--- src/rtl/i2c_seq_pkg.sv ---
// i2c_seq_pkg: shared widths, command layout and FSM encoding for the I2C command sequencer
package i2c_seq_pkg;
   localparam int ADDR_W = 7;
   localparam int DATA_W = 8;
   localparam int CMD_W  = 16;
   typedef enum logic [1:0] {IDLE, ISSUE, WAIT, DONE} state_e;
   typedef struct packed {
      logic              rw;
      logic [ADDR_W-1:0] addr;
      logic [DATA_W-1:0] data;
   } cmd_t;
endpackage

--- src/rtl/i2c_cmd_fifo.sv ---
// i2c_cmd_fifo: DEPTH-entry command queue with registered count
// Ports: clk/rst, push+wdata in, pop+rdata (head, valid when !empty), full, empty, count.
module i2c_cmd_fifo
   import i2c_seq_pkg::*;
#(
   parameter int DEPTH = 4
) (
   input  logic                     clk,
   input  logic                     rst,
   input  logic                     push,
   input  logic [CMD_W-1:0]         wdata,
   input  logic                     pop,
   output logic [CMD_W-1:0]         rdata,
   output logic                     full,
   output logic                     empty,
   output logic [$clog2(DEPTH):0]   count
);
   localparam int AW = $clog2(DEPTH);
   logic [CMD_W-1:0] mem_q [DEPTH];
   logic [AW-1:0]    wr_q, rd_q;
   logic [AW:0]      count_q, count_d;
   logic             do_push, do_pop;
   assign do_push = push && !full;
   assign do_pop  = pop && !empty;
   assign count_d = count_q + (AW+1)'(do_push) - (AW+1)'(do_pop);
   always_ff @(posedge clk) begin
      if (rst) begin
         wr_q    <= '0;
         rd_q    <= '0;
         count_q <= '0;
      end else begin
         wr_q    <= wr_q + AW'(do_push);
         rd_q    <= rd_q + AW'(do_pop);
         count_q <= count_d;
      end
      if (do_push) mem_q[wr_q] <= wdata;
   end
   assign rdata = mem_q[rd_q];
   assign full  = count_q == (AW+1)'(DEPTH);
   assign empty = count_q == '0;
   assign count = count_q;
endmodule

--- src/rtl/i2c_cmd_sequencer.sv ---
// i2c_cmd_sequencer: queues I2C commands and runs them one at a time on an i2c_master
// Ports: cmd_* command stream in (valid/ready), m_* master handshake (enable out, ready in),
// rsp_* one-cycle completion strobe with read byte and timeout flag, busy status.
module i2c_cmd_sequencer
   import i2c_seq_pkg::*;
#(
   parameter int DEPTH   = 4,
   parameter int TIMEOUT = 4096
) (
   input  logic              clk,
   input  logic              rst,
   input  logic              cmd_valid,
   output logic              cmd_ready,
   input  logic [ADDR_W-1:0] cmd_addr,
   input  logic [DATA_W-1:0] cmd_data,
   input  logic              cmd_rw,
   output logic [ADDR_W-1:0] m_addr,
   output logic [DATA_W-1:0] m_data_in,
   output logic              m_rw,
   output logic              m_enable,
   input  logic              m_ready,
   input  logic [DATA_W-1:0] m_data_out,
   output logic              rsp_valid,
   output logic [DATA_W-1:0] rsp_data,
   output logic              rsp_err,
   output logic              busy
);
   localparam int TW = $clog2(TIMEOUT);
   state_e                 state_q, state_d;
   cmd_t                   head, cmd_q, cmd_d;
   logic [TW-1:0]          tmo_q, tmo_d;
   logic [DATA_W-1:0]      rsp_data_q, rsp_data_d;
   logic                   full, empty, start, in_xfer, tmo_hit;
   logic [$clog2(DEPTH):0] count;
   i2c_cmd_fifo #(.DEPTH(DEPTH)) u_fifo (
      .clk  (clk),
      .rst  (rst),
      .push (cmd_valid && cmd_ready),
      .wdata({cmd_rw, cmd_addr, cmd_data}),
      .pop  (start),
      .rdata(head),
      .full (full),
      .empty(empty),
      .count(count)
   );
   assign start   = state_q == IDLE && !empty && m_ready;
   assign in_xfer = state_q == ISSUE || state_q == WAIT;
   // timeout outranks any master handshake seen in the same cycle
   assign tmo_hit = in_xfer && tmo_q == TW'(TIMEOUT - 1);
   always_ff @(posedge clk) begin
      if (rst) begin
         state_q    <= IDLE;
         cmd_q      <= '0;
         tmo_q      <= '0;
         rsp_data_q <= '0;
      end else begin
         state_q    <= state_d;
         cmd_q      <= cmd_d;
         tmo_q      <= tmo_d;
         rsp_data_q <= rsp_data_d;
      end
   end
   always_comb begin
      state_d = state_q;
      unique case (state_q)
         IDLE:    state_d = start ? ISSUE : IDLE;
         ISSUE:   state_d = tmo_hit ? IDLE : (m_ready ? ISSUE : WAIT);
         WAIT:    state_d = tmo_hit ? IDLE : (m_ready ? DONE : WAIT);
         default: state_d = IDLE;
      endcase
      cmd_d      = start ? head : cmd_q;
      // counter idles at zero, so ISSUE is always entered with a cleared count
      tmo_d      = in_xfer ? tmo_q + TW'(1) : '0;
      rsp_data_d = (state_q == WAIT && m_ready && !tmo_hit) ? (cmd_q.rw ? m_data_out : '0) : rsp_data_q;
   end
   always_comb begin
      cmd_ready = !rst && !full;
      m_addr    = cmd_q.addr;
      m_data_in = cmd_q.data;
      m_rw      = cmd_q.rw;
      m_enable  = !rst && state_q == ISSUE && !tmo_hit;
      rsp_valid = !rst && (state_q == DONE || tmo_hit);
      rsp_err   = !rst && tmo_hit;
      rsp_data  = state_q == DONE ? rsp_data_q : '0;
      busy      = !rst && (state_q != IDLE || count != '0);
   end
endmodule

--- config.mk ---
export PLATFORM = sky130hd
export DESIGN_NAME = i2c_cmd_sequencer
export DESIGN_NICKNAME = d
export VERILOG_FILES = /design/src/rtl/i2c_seq_pkg.sv /design/src/rtl/i2c_cmd_fifo.sv /design/src/rtl/i2c_cmd_sequencer.sv
export SDC_FILE = /design/constraint.sdc
export NUM_CORES = 1
export LEC_CHECK = 0
export ABC_AREA = 1
export BUFFER_PORTS_ARGS = -buffer_cell sky130_fd_sc_hd__buf_2
export CAP_MARGIN = 20
export CORE_AREA = 2 2 125 127
export CTS_BUF_LIST = sky130_fd_sc_hd__clkbuf_8
export DETAILED_ROUTE_END_ITERATION = 8
export DIE_AREA = 0 0 127 129
export SYNTH_ARGS = -nofsm -noshare
export SYNTH_HDL_FRONTEND = slang
export SYNTH_SLANG_ARGS = --single-unit
--- constraint.sdc ---
create_clock -name clk -period 2.4 [get_ports clk]
set_input_delay 0.36 -clock clk [delete_from_list [all_inputs] [get_ports clk]]
set_output_delay 0.36 -clock clk [all_outputs]
set_load 0.005 [all_outputs]
==> results_dict.tcl, run 1 <==
set metrics [dict create \
    outcome "finished clean" \
    clockPowerShare_pct 23.1 \
    yosys-top-cells-count "nor2_1 (94), edfxtp_1 (64), o21ai_0 (55)" \
    layout_setup_ws_ns 0.2218 \
    power_density_mw_per_mm2 862.4 \
    synthesis.area_mm2 0.004423 \
    arrival_ns 1.82 \
    min_from "cmd_data[5]" \
    power_mw 4.416 \
    fp.dieH_um 129 \
    path_max_fanout 11 \
    drt_pre_antenna_iters 4 \
    yosysMostFrequentCell "nor2_1" \
    ir_drop_v 0.0005500 \
    fillCellCount 1528 \
    place_congestion 0.7353 \
    drt-initial-drc-count 251 \
    postSynthCellCount 442 \
    hold_viol_final 0 \
    multi_input_area_mm2 0.001364 \
    post_drt_wl_per_cell_um 13.76 \
    die-area_mm2 0.01638 \
    hold_path_class "in2reg" \
    ctsHoldBuffers 0 \
    antenna_found_initial 0 \
    die_w_um 127 \
    finalMaxSlewViolations 0 \
    start_util_pct 29.53 \
    synth.largest_area_cell "edfxtp_1" \
    required_ns 2.04 \
    p_switching_mw 1.458 \
    fmax_ghz 0.4591 \
    routed_wl_um 9547 \
    async_flop_share_pct 0 \
    pin_count 57 \
    cts_max_level 3 \
    nets 538 \
    seqCellArea_mm2 0.002823 \
    place_ws_ns 0.4576 \
    crit_end "m_enable" \
    n_antenna_cell 0 \
    synth-main-ff-cell "edfxtp_1" \
    power_frac_comb_pct 24.5 \
    grt_max_degree 35 \
    post-route-period-util_pct 90.76 \
    p_int_mw 2.958 \
    root_buffer "clkbuf_8" \
    crit_path_end_kind "output port" \
    synth_top_area_share_pct 43.45 \
    crit_chain "inv_1, ha_1, nand2_1, nor2_2, nand3_4, nand2_1, nor2_1, buf_2" \
    cts-buffers-inserted 9 \
    rsz0062_at_grt "false" \
    dpl.hpwl_um 6065 \
    synth.distinct_cells 30 \
    setup_tns_ns 0 \
    power_leakage_nw 2.024 \
    min_period_ns 2.178 \
    yosysSeqAreaShare_pct 63.82 \
    io_buffers 56 \
    finClkSkew_ns 0.01196 \
    cts.sinks 109 \
    p_sw_share_pct 33.02 \
    p_seq_share_pct 52.4 \
    grt_use_total_pct 12.28 \
    finalSetupViolations 0 \
    ys_warn_count 0 \
    fin_util_pct 34.19 \
    vias 3171 \
    r2r_end "u_fifo.count[2]" \
    r2r_setup_slack_ns 0.42 \
    ant_nets 0 \
    grt_pass1_vias 3132 \
    grt.overflow.total 0 \
    reg2reg_from "state_q[0]" \
    r2r_cells 11 \
    clkTransAtPathRegs_ns 0.11 \
    netlist_top_cells_area "edfxtp_1 (43%), dfxtp_1 (20%), nor2_1 (8.0%)" \
    clock_latency_ns 0.39 \
    grt_pass1_wl_um 15680 \
    cap_violations 0 \
    drc 0 \
    rows 45 \
    cts_tree "done" \
    cp-start-kind "flop" \
    crit_type "reg2out" \
    crit_path_frequent_cell "nand2_1" \
    worstSetupStartpoint "state_q[0]" \
    synth_edf_count 64 \
    coreArea_mm2 0.01498 \
    slew_headroom_pct 38.56 \
    slowest_stage "dfxtp_1" \
    viasPerCell 4.569 \
    mappedNetlistNets 479 \
    worst_pin_slew_ns 0.9206 \
    critPathMaxStageDelay_ns 0.40 \
    drive_gt1_share_pct 19.57 \
    max-clock-path-buffers 2 \
    synth.ff_latch_count 109 \
    holdWs_ns 0.1843 \
    syn_avg_cell_area_um2 10.01 \
    synthToLayoutAreaGrowth_pct 15.78 \
]
-- power by group through the flow --
| stage | Clock, mW | Combinational [mW] | Sequential, mW |
|---|---|---|---|
| after floorplan | 0 | 0.736 | 2.33 |
| after global placement | 0 | 1.08 | 2.35 |
| after detailed placement | 0 | 1.10 | 2.36 |
| after CTS | 1.05 | 1.10 | 2.32 |
| after global routing | 1.13 | 1.26 | 2.34 |
| final | 1.02 | 1.08 | 2.31 |
-- sequential cells by signal (all words and copies together) (netlist names) --
signal and cells:
m_data_in 8, m_addr 7, tmo_q 12, u_fifo.rd_q 2
u_fifo.count 3, u_fifo.wr_q 2, state_q 2, u_fifo.mem_q 64
m_rw 1, rsp_data_q 8
-- layout make-up --
| class | count | area share [%] |
|---|---|---|
| Clock buffer | 9 | 2.419 |
| Clock inverter | 7 | 1.002 |
| Inverter | 39 | 2.859 |
| Multi-Input combinational cell | 273 | 26.63 |
| Sequential cell | 109 | 55.12 |
| Tap cell | 188 | 4.593 |
| Timing Repair Buffer | 69 | 7.378 |
-- cell usage in the layout (no fill, tap or decap), drive strengths merged --
cell,count
a211oi,1
a21oi,19
a31oi,17
buf,69
clkbuf,9
clkinv,3
clkinvlp,1
dfxtp,45
edfxtp,64
fa,1
ha,8
inv,42
nand2,52
nand3,11
nand4,2
nor2,96
nor3,6
o21ai,56
xnor2,1
xor2,3
-- metrics by stage --
stage	instances	instance area, um2
after floorplan	442	4423
after global placement	674	4913
after detailed placement	674	4913
after CTS	690	5089
after global routing	694	5121
final	694	5121
-- worst min-delay path by stage --
stage                    endpoint  cells after the start
2_1_floorplan            tmo_q[0]                      1
3_3_place_gp             tmo_q[0]                      1
3_5_place_dp             tmo_q[0]                      1
4_1_cts        u_fifo.mem_q[1][3]                      1
5_1_grt        u_fifo.mem_q[2][2]                      1
6_report       u_fifo.mem_q[2][5]                      1
-- cells by family (layout without fill, tap and decap cells) --
family,Yosys count,in the layout,synth area share (%)
fa+ha+maj,9,9,2.716
buf+inv,60,124,5.856
flops,109,109,63.82
xor+xnor,4,4,0.7922
compound gates,93,93,11.32
simple gates,167,167,15.50
-- worst max-delay path, delay by kind of cell, from the launching register on --
kind | cells | cell delay [ns]
AND/OR/NAND/NOR | 5 | 0.53
adder cells (fa/ha/maj) | 1 | 0.30
buffers and inverters | 2 | 0.21
flip-flops | 1 | 0.40
-- layer usage --
metal	track usage (%)	share of wire [%]	vias up
met5	0	0	-
met4	2.973	0.53	0
met3	3.950	5.7	4
met2	21.13	49	88
met1	15.06	45	1484
li1	-	-	1595
-- timing repair --
item	in CTS	in global routing
gates resized for setup	0	1
hold endpoints to repair	0	0
endpoints found under the setup margin	0	3
buffers inserted	0	4
Note: power is estimated with default switching activity, not from simulation.
==> run 2: changes to the inputs <==
==> constraint.sdc (replaced) <==
create_clock -name clk -period 2.47 [get_ports clk]
set_input_delay 0.3705 -clock clk [delete_from_list [all_inputs] [get_ports clk]]
set_output_delay 0.3705 -clock clk [all_outputs]
set_load 0.005 [all_outputs]
==> results_dict.tcl, run 2 (same netlist as run 1, synthesis figures left out) <==
set metrics [dict create \
    outcome "finished clean" \
    synthToLayoutAreaGrowth_pct 15.78 \
    min_period_ns 2.206 \
    required_ns 2.10 \
    p_int_mw 2.906 \
    post_drt_wl_per_cell_um 13.67 \
    place_ws_ns 0.5109 \
    max-clock-path-buffers 2 \
    reg2reg_from "state_q[0]" \
    p_switching_mw 1.398 \
    power_frac_comb_pct 24.3 \
    die_w_um 127 \
    r2r_cells 11 \
    cts_tree "done" \
    cp-start-kind "flop" \
    worst_pin_slew_ns 0.8677 \
    final_common_cell "nor2_1" \
    post-route-period-util_pct 89.33 \
    drt-initial-drc-count 163 \
    cts.sinks 109 \
    power_leakage_nw 2.026 \
    routed_wl_um 9471 \
    antenna_found_initial 0 \
    start_util_pct 29.53 \
    drive_gt1_share_pct 19.60 \
    clock_latency_ns 0.37 \
    drt_pre_antenna_iters 4 \
    path_max_fanout 13 \
    grt_pass1_wl_um 15660 \
    fmax_ghz 0.4532 \
    dpl.hpwl_um 6157 \
    grt_use_total_pct 12.22 \
    finalMaxSlewViolations 0 \
    clockPowerShare_pct 23.5 \
    crit_buf_inv 2 \
    arrival_ns 1.84 \
    r2r_end "u_fifo.count[2]" \
    clkTransAtPathRegs_ns 0.10 \
    viasPerCell 4.543 \
    critPathTopFamily "flip-flops" \
    min_from "cmd_data[4]" \
    critPathMaxStageDelay_ns 0.41 \
    rows 45 \
    worstHoldEndpoint "u_fifo.mem_q[2][4]" \
    largest_reg_flops 64 \
    coreArea_mm2 0.01498 \
    root_buffer "clkbuf_8" \
    finalSetupViolations 0 \
    fp.dieH_um 129 \
    die-area_mm2 0.01638 \
    power_mw 4.304 \
    finClkSkew_ns 0.008902 \
    cap_violations 0 \
    fillCellCount 1520 \
    pin_count 57 \
    drc 0 \
    p_sw_share_pct 32.47 \
    crit_path_end_kind "output port" \
    cts_max_level 3 \
    rsz0062_at_grt "false" \
    layout_setup_ws_ns 0.2636 \
    largest_register "u_fifo.mem_q" \
    top_regs "u_fifo.mem_q: 64 flops, tmo_q: 12 flops" \
    crit_type "reg2out" \
    whs_path_depth 1 \
    place_congestion 0.7499 \
    cts-buffers-inserted 9 \
    slowest_stage "dfxtp_1" \
    p_seq_share_pct 52.1 \
    ir_drop_v 0.0004780 \
    grt.overflow.total 0 \
    grt_max_degree 35 \
    hold_path_class "in2reg" \
    ctsHoldBuffers 0 \
    crit_chain "inv_1, ha_1, nand2_1, nor2_2, nand3_4, o21ai_0, buf_2" \
    n_antenna_cell 0 \
    vias 3148 \
    hold_viol_final 0 \
    grt_pass1_vias 3172 \
    r2r_setup_slack_ns 0.50 \
    setup_tns_ns 0 \
    slew_headroom_pct 42.09 \
    most-common-layout-cells "nor2_1 (93), edfxtp_1 (64), buf_2 (56), o21ai_0 (55), nand2_1 (50)" \
    ant_nets 0 \
    io_buffers 56 \
    nets 537 \
    power_density_mw_per_mm2 840.5 \
]
[run 2: stage by stage]
stage	instances	utilization, %	hold WS, ns	cell area, um2
3_3_place_gp	674	32.81	0.4305	4913
4_1_cts	690	34.03	0.1944	5096
3_5_place_dp	674	32.81	0.4371	4913
5_1_grt	693	34.19	0.1919	5121
2_1_floorplan	442	-	0.4175	4423
6_report	693	34.19	0.2156	5121
[run 2: how the worst max path moves through the flow]
stage | cells after the start | from | end
3_3_place_gp | 7 | state_q[0] | rsp_valid
5_1_grt | 7 | state_q[0] | rsp_valid
2_1_floorplan | 4 | rst | u_fifo.mem_q[0][0]
6_report | 7 | state_q[0] | rsp_valid
4_1_cts | 7 | state_q[0] | rsp_valid
3_5_place_dp | 11 | state_q[0] | u_fifo.count[2]
[run 2: area by class of cell]
type | instances | area (um2) | area share (%)
timing repair buffer | 68 | 370.4 | 7.232
tap | 188 | 235.2 | 4.593
inverter | 39 | 146.4 | 2.859
clock inverter | 6 | 45.04 | 0.8796
sequential | 109 | 2823 | 55.12
multi-input combinational | 273 | 1364 | 26.63
clock buffer | 10 | 137.6 | 2.688
[run 2: repair_timing]
item | CTS | global route
gates resized for setup | 0 | 1
setup endpoints to repair | 0 | 3
setup buffers | 0 | 3
[run 2: power by group through the flow]
stage	combinational, mW	clock (mW)	sequential [mW]
3_5_place_dp	1.07	0	2.29
6_report	1.05	1.01	2.24
2_1_floorplan	0.715	0	2.27
3_3_place_gp	1.05	0	2.28
4_1_cts	1.07	1.05	2.25
5_1_grt	1.22	1.12	2.28
[run 2: metal layers]
layer | GRT usage, % | part of all wire (%)
met2 | 21.79 | 50
met5 | 0 | 0
met3 | 4.116 | 4.9
met4 | 2.198 | 0.30
met1 | 14.56 | 44
